<file path="src/rtl/conv_sum_relu_pool.sv">
// rtl/conv_sum_relu_pool.sv - channel sum + bias, floor-mode max pool, ReLU/requantise/saturate, pixel streaming
module conv_sum_relu_pool #(
  parameter int NUM_FILT = 3,
  parameter int NUM_CH   = 3,
  parameter int ACC_BITS = 32,
  parameter int OUT_BITS = 12,
  parameter int IMG_W    = 3,
  parameter int IMG_H    = 3,
  parameter int POOL     = 2,
  parameter int SHIFT    = 7
) (
  input  logic                                 clk,
  input  logic                                 rst_n,
  input  logic                                 valid_in,
  input  logic                                 sof_in,
  input  logic [NUM_FILT*NUM_CH*ACC_BITS-1:0]  partial_in,
  input  logic [NUM_FILT*ACC_BITS-1:0]         bias_in,
  output logic [NUM_FILT*OUT_BITS-1:0]         out_data,
  output logic                                 valid_out,
  output logic                                 last_out,
  output logic                                 frame_err
);

  localparam int SW  = ACC_BITS + $clog2(NUM_CH + 1) + 1;
  localparam int PW  = IMG_W / POOL;
  localparam int PH  = IMG_H / POOL;
  localparam int XW  = (IMG_W > 1) ? $clog2(IMG_W) : 1;
  localparam int YW  = (IMG_H > 1) ? $clog2(IMG_H) : 1;
  localparam int PXW = (POOL > 1) ? $clog2(POOL) : 1;
  localparam int CW  = (PW > 1) ? $clog2(PW) : 1;

  typedef logic signed [SW-1:0] sum_t;

  localparam sum_t                OUT_MAX   = sum_t'((longint'(1) << (OUT_BITS - 1)) - 1);
  localparam logic [OUT_BITS-1:0] OUT_MAX_O = OUT_MAX[OUT_BITS-1:0];

  function automatic sum_t smax(input sum_t a, input sum_t b);
    return (a > b) ? a : b;
  endfunction

  // Stage 1 state
  logic s1_valid_q, s1_valid_d;
  logic s1_sof_q, s1_sof_d;
  sum_t s1_sum_q [NUM_FILT];
  sum_t s1_sum_d [NUM_FILT];

  // Stage 2 state: pixel position, window position, running maxes
  logic [XW-1:0]  x_q, x_d;
  logic [YW-1:0]  y_q, y_d;
  logic [PXW-1:0] px_q, px_d;
  logic [PXW-1:0] py_q, py_d;
  logic [CW-1:0]  col_q, col_d;
  sum_t cmax_q [NUM_FILT];
  sum_t cmax_d [NUM_FILT];
  sum_t rowbuf_q [PW][NUM_FILT];
  sum_t rowbuf_d [PW][NUM_FILT];
  logic s2_valid_q, s2_valid_d;
  logic s2_last_q, s2_last_d;
  sum_t s2_max_q [NUM_FILT];
  sum_t s2_max_d [NUM_FILT];

  // Stage 3 output registers
  logic [NUM_FILT*OUT_BITS-1:0] out_data_q, out_data_d;
  logic valid_out_q, valid_out_d;
  logic last_out_q, last_out_d;

  // Effective coordinates of the stage-1 pixel (a sof pixel is always at the origin)
  logic [XW-1:0]  x_c;
  logic [YW-1:0]  y_c;
  logic [PXW-1:0] px_c, py_c;
  logic [CW-1:0]  col_c;
  logic           in_pool, win_end_x, win_end_y;

  // Stage 1: sign-extended sum of all channel partials plus the filter bias
  always_comb begin
    s1_valid_d = valid_in;
    s1_sof_d   = valid_in & sof_in;
    s1_sum_d   = s1_sum_q;
    if (valid_in) begin
      for (int f = 0; f < NUM_FILT; f++) begin
        s1_sum_d[f] = sum_t'($signed(bias_in[f*ACC_BITS +: ACC_BITS]));
        for (int c = 0; c < NUM_CH; c++) begin
          s1_sum_d[f] = s1_sum_d[f] + sum_t'($signed(partial_in[(f*NUM_CH+c)*ACC_BITS +: ACC_BITS]));
        end
      end
    end
  end

  // A sof arriving anywhere but the origin aborts the frame; old window state is overwritten from (0,0)
  assign frame_err = s1_valid_q & s1_sof_q & ((x_q != '0) || (y_q != '0));

  // Stage 2: pixel counters, column running max, row buffer merge and window emit
  always_comb begin
    sum_t cm;
    sum_t merged;
    cm         = '0;
    merged     = '0;
    x_c        = s1_sof_q ? '0 : x_q;
    y_c        = s1_sof_q ? '0 : y_q;
    px_c       = s1_sof_q ? '0 : px_q;
    py_c       = s1_sof_q ? '0 : py_q;
    col_c      = s1_sof_q ? '0 : col_q;
    in_pool    = (int'(x_c) < PW*POOL) && (int'(y_c) < PH*POOL);
    win_end_x  = (int'(px_c) == POOL - 1);
    win_end_y  = (int'(py_c) == POOL - 1);
    x_d        = x_q;
    y_d        = y_q;
    px_d       = px_q;
    py_d       = py_q;
    col_d      = col_q;
    cmax_d     = cmax_q;
    rowbuf_d   = rowbuf_q;
    s2_max_d   = s2_max_q;
    s2_valid_d = 1'b0;
    s2_last_d  = 1'b0;
    if (s1_valid_q) begin
      if (in_pool) begin
        for (int f = 0; f < NUM_FILT; f++) begin
          cm        = (px_c == '0) ? s1_sum_q[f] : smax(cmax_q[f], s1_sum_q[f]);
          cmax_d[f] = cm;
          if (win_end_x) begin
            merged               = (py_c == '0) ? cm : smax(rowbuf_q[col_c][f], cm);
            rowbuf_d[col_c][f]   = merged;
            if (win_end_y) begin
              s2_max_d[f] = merged;
            end
          end
        end
        s2_valid_d = win_end_x & win_end_y;
        s2_last_d  = win_end_x & win_end_y & (int'(col_c) == PW - 1) & (int'(y_c) == PH*POOL - 1);
      end
      x_d   = x_c;
      y_d   = y_c;
      px_d  = px_c;
      py_d  = py_c;
      col_d = col_c;
      if (int'(x_c) == IMG_W - 1) begin
        x_d   = '0;
        px_d  = '0;
        col_d = '0;
        if (int'(y_c) == IMG_H - 1) begin
          y_d  = '0;
          py_d = '0;
        end else begin
          y_d  = y_c + 1'b1;
          py_d = win_end_y ? '0 : py_c + 1'b1;
        end
      end else begin
        x_d  = x_c + 1'b1;
        px_d = win_end_x ? '0 : px_c + 1'b1;
        if (win_end_x && (int'(col_c) < PW - 1)) begin
          col_d = col_c + 1'b1;
        end
      end
    end
  end

  // Stage 3: ReLU, arithmetic-shift requantisation and saturation to OUT_BITS
  always_comb begin
    sum_t r;
    r           = '0;
    valid_out_d = s2_valid_q;
    last_out_d  = s2_valid_q & s2_last_q;
    out_data_d  = out_data_q;
    if (s2_valid_q) begin
      for (int f = 0; f < NUM_FILT; f++) begin
        if (s2_max_q[f] <= 0) begin
          r = '0;
        end else begin
          r = s2_max_q[f] >>> SHIFT;
        end
        out_data_d[f*OUT_BITS +: OUT_BITS] = (r > OUT_MAX) ? OUT_MAX_O : r[OUT_BITS-1:0];
      end
    end
  end

  // Pipeline, counter and buffer registers; reset discards all frame state
  always_ff @(posedge clk or negedge rst_n) begin
    if (!rst_n) begin
      s1_valid_q  <= 1'b0;
      s1_sof_q    <= 1'b0;
      x_q         <= '0;
      y_q         <= '0;
      px_q        <= '0;
      py_q        <= '0;
      col_q       <= '0;
      s2_valid_q  <= 1'b0;
      s2_last_q   <= 1'b0;
      out_data_q  <= '0;
      valid_out_q <= 1'b0;
      last_out_q  <= 1'b0;
      for (int f = 0; f < NUM_FILT; f++) begin
        s1_sum_q[f] <= '0;
        cmax_q[f]   <= '0;
        s2_max_q[f] <= '0;
        for (int b = 0; b < PW; b++) begin
          rowbuf_q[b][f] <= '0;
        end
      end
    end else begin
      s1_valid_q  <= s1_valid_d;
      s1_sof_q    <= s1_sof_d;
      s1_sum_q    <= s1_sum_d;
      x_q         <= x_d;
      y_q         <= y_d;
      px_q        <= px_d;
      py_q        <= py_d;
      col_q       <= col_d;
      cmax_q      <= cmax_d;
      rowbuf_q    <= rowbuf_d;
      s2_valid_q  <= s2_valid_d;
      s2_last_q   <= s2_last_d;
      s2_max_q    <= s2_max_d;
      out_data_q  <= out_data_d;
      valid_out_q <= valid_out_d;
      last_out_q  <= last_out_d;
    end
  end

  assign out_data  = out_data_q;
  assign valid_out = valid_out_q;
  assign last_out  = last_out_q;

endmodule

</file>
<file path="config.mk">
export PLATFORM = sky130hd
export DESIGN_NAME = conv_sum_relu_pool
export DESIGN_NICKNAME = d
export VERILOG_FILES = /design/src/rtl/conv_sum_relu_pool.sv
export SDC_FILE = /design/constraint.sdc
export NUM_CORES = 2
export LEC_CHECK = 0
export ABC_AREA = 1
export CORE_MARGIN = 10
export CORE_UTILIZATION = 49
export CTS_CLUSTER_DIAMETER = 120
export DETAILED_ROUTE_END_ITERATION = 8
export GPL_ROUTABILITY_DRIVEN = 0
export GPL_TIMING_DRIVEN = 0
export PLACE_DENSITY = 0.71
export SKIP_LAST_GASP = 1
export SYNTH_ARGS = -nofsm -noshare
export SYNTH_HDL_FRONTEND = slang
export SYNTH_SLANG_ARGS = --single-unit
</file>
<file path="constraint.sdc">
create_clock -name clk -period 5.9 [get_ports clk]
set_clock_uncertainty 0.15 [all_clocks]
set_input_delay 1.18 -clock clk [delete_from_list [all_inputs] [get_ports clk]]
set_output_delay 1.18 -clock clk [all_outputs]
set_load 0.01 [all_outputs]
</file>
==> results.toml <==
[outcome]
status = "finished clean"

[hold_path]
min_path_type = "register to register"
min_delay_path_depth = 2

[final_layout]
final_nets = 6034
fin_util_pct = 59.6
final_common_cell = "nand2_1"
final_cell_mix = "nand2_1 (1,400), dfrtp_1 (469), inv_1 (456)"
drive_gt1_share_pct = 4.88
area_growth_pct = 20.2
fillers = 6635

[routing]
wl_per_cell_um = 19.7
wl_met1_mm = 48.9
num_vias = 33937
detail_route.iter0.violations = 2486
dr_wl_met3_mm = 11.0
wirelength_mm = 121
wl_met2_mm = 56.3
dr.max_layer_used = "met5"
viasPerCell = 5.52
drtAntennaViolNets = 0
first_pass_iters = 6
drc = 0

[grt]
antenna_found_initial = 5
overflow = 0
grt_pass1_wl_mm = 189
track_usage_pct = 28.0
grt_pass1_vias = 33754
grt_max_degree = 120

[yosys]
synth_nets = 5550
synth_area_leaders = "dfrtp_1 (32%), nand2_1 (15%), fa_1 (11%)"
synth_ff_type = "dfrtp_1"
synth_top_area_share_pct = 32.4
synth_edf_count = 0
async_flop_share_pct = 100
yosysSeqAreaShare_pct = 32.4
yosys_warnings = 0
synth_top_area_cell = "dfrtp_1"
synth_cell_type_count = 52
avgSynthCellArea_sq_um = 7.79
synth_area_sq_um = 36200
ys_seq_elements = 469
syn_inst = 4655

[critical_path]
path_depth = 22
slowest_delay_ns = 0.56
crit_type = "register to register"
r2r_end = "s2_max_q[52]$_DFFE_PN0P_"
r2r.worst_path.cells = 22
critical-path-top-delay-family = "simple AND/OR/NAND/NOR gates"
rr_startpoint = "s1_sof_q$_DFF_PN0_"
r2r_slack_ns = 0.50
worstPathArrival_ns = 5.74
crit_chain = "buf_2 -> nor2_1 -> inv_1 -> a21oi_2 -> clkbuf_1 -> nand4_1 -> and2_1 -> ha_1 -> nand2_1 -> nor2_1 -> nand2_1 -> nor2_1 -> nand4_1 -> nand3_1 -> nand2_1 -> nand2_1 -> nand2_1 -> inv_2 -> buf_4 -> nand2_1 -> nand3_1 -> nand2_1"
required_ns = 6.23
cpMostUsedCell = "nand2_1"
crit_fanout = 10
critPathCapture = "s2_max_q[52]$_DFFE_PN0P_"
critPathSlowestCell = "clkbuf_1"
start_kind = "register"
path_buf_inv = 5
end_kind = "register"
critPathLaunch = "s1_sof_q$_DFF_PN0_"

[pwr]
report.power.total_mw = 22.8
vdd_ir_drop_max_v = 0.000277
pwr_density_cell_nw_per_um2 = 524
p_leak_nw = 21.3

[clocking]
ctsResizeCount = 0
hold_buffers = 0
clk_pin_slew_ns = 0.06
htreeDepth = 2
cts_root_buf = "clkbuf_16"
clock_latency_ns = 0.63
cts_sinks = 469
cts_tree = "done"
clockBufferDepth = 3
post_cts_buffers = 0
cts_buffers = 52

[sta]
grt_setup_unrepaired = "false"
final-setup-viol-count = 0
holdWs_ns = 0.280
slew-limit-headroom_pct = 18.5
fmax_ghz = 0.185
drv_slew = 0
period_share_pct = 91.6
worst_slew_pin_slew_ns = 1.22
timing.final.crit_period_ns = 5.40
hold_viol_final = 0

[floorplan]
die_h_um = 292
initial_core_util_pct = 49.6
die_x_um = 292
die_area_sq_um = 85200
fp-row-count = 99
fp.coreArea_sq_um = 73100
num_io_pins = 427

[place]
dpl.hpwl_mm = 100
io_buffers = 426

[flow_run]
max_cap_violations = 0
-- worst register-to-register path: cells and delay by family (launching register included) --
family	cells	cell delay, ns
flops	1	0.36
compound gates	1	0.54
simple gates	15	2.39
buf+inv	5	1.55
fa+ha+maj	1	0.28
-- registers in the layout, summed over array words and instances (netlist names), 2 cells and up --
register	cells
cmax_q	105
rowbuf_q	105
x_q	2
y_q	2
out_data	36
s2_max_q	105
s1_sum_q	105
-- per-stage QoR --
stage,cells,setup TNS (ns),cell area (sq um),setup WS [ns]
floorplan,4655,0,36200,1.68
global placement,6040,-8317.63,41700,-17.81
detailed placement,6044,0,41800,0.667
CTS,6141,0,43600,0.626
finish,6143,0,43600,0.497
global route,6141,0,43600,0.204
-- cells by family after synthesis --
kind of cell               synth area share (%)
DFF                                        32.4
buffers and inverters                      6.87
adders and majority gates                  21.5
xor gates and xnor gates                   1.16
AOI/OAI and AO/OA                          9.05
and+or+nand+nor                            29.0
-- synthesized netlist by cell type, types with 4 or more instances --
| cell type | number |
|---|---|
| nand2_1 | 1400 |
| nand3_1 | 382 |
| o21bai_1 | 15 |
| a21boi_0 | 7 |
| buf_2 | 51 |
| nand3b_1 | 11 |
| buf_4 | 9 |
| inv_1 | 456 |
| nand2_2 | 5 |
| ha_1 | 312 |
| nor2_1 | 235 |
| nor2_2 | 4 |
| inv_2 | 7 |
| fa_1 | 195 |
| o22ai_1 | 9 |
| o211a_1 | 6 |
| xor2_1 | 35 |
| nand3_4 | 4 |
| nand4_1 | 168 |
| or2_2 | 57 |
| o21ai_0 | 250 |
| nor4_1 | 22 |
| o21a_1 | 14 |
| a211oi_1 | 6 |
| xnor2_1 | 13 |
| clkbuf_1 | 92 |
| a21oi_1 | 182 |
| buf_6 | 6 |
| o21ai_1 | 83 |
| a21o_1 | 10 |
| and2_1 | 71 |
| dfrtp_1 | 469 |
| nor3_1 | 27 |
| a31oi_1 | 10 |
| o21ai_2 | 5 |
-- final cells by class --
| type | count | area, sq um | share of cell area [%] |
|---|---|---|---|
| Sequential cell | 469 | 11700 | 26.9 |
| Antenna cell | 2 | 5.00 | 0.0115 |
| Tap cell | 959 | 1200 | 2.75 |
| Inverter | 465 | 1750 | 4.01 |
| Clock inverter | 30 | 304 | 0.698 |
| Timing Repair Buffer | 430 | 4380 | 10.1 |
| Clock buffer | 67 | 1430 | 3.28 |
| Buffer | 160 | 743 | 1.71 |
| Multi-Input combinational cell | 3561 | 22000 | 50.5 |
-- worst min-delay path by stage --
stage	from	end	slack (ns)
detailed placement	s2_last_q$_DFF_PN0_	last_out$_DFF_PN0_	0.27
CTS	s2_last_q$_DFF_PN0_	last_out$_DFF_PN0_	0.28
floorplan	s2_last_q$_DFF_PN0_	last_out$_DFF_PN0_	0.26
finish	s2_last_q$_DFF_PN0_	last_out$_DFF_PN0_	0.28
global placement	s2_last_q$_DFF_PN0_	last_out$_DFF_PN0_	0.27
global route	s2_last_q$_DFF_PN0_	last_out$_DFF_PN0_	0.31
-- report_power, final --
part / leakage (nW) / total (mW) / switching [mW] / internal [mW]
combinational: 14.6 / 13.6 / 8.67 / 4.95
clock: 0.852 / 3.34 / 1.44 / 1.90
sequential: 5.85 / 5.86 / 1.18 / 4.68
total: 21.3 / 22.8 / 11.3 / 11.5
-- routing by layer --
metal / global-route usage (%) / vias to the layer above
li1: - / 16336
met1: 34.8 / 15958
met2: 46.5 / 1394
met3: 7.22 / 243
met4: 9.96 / 6
met5: 0 / -
(Power assumes the default switching activity.)
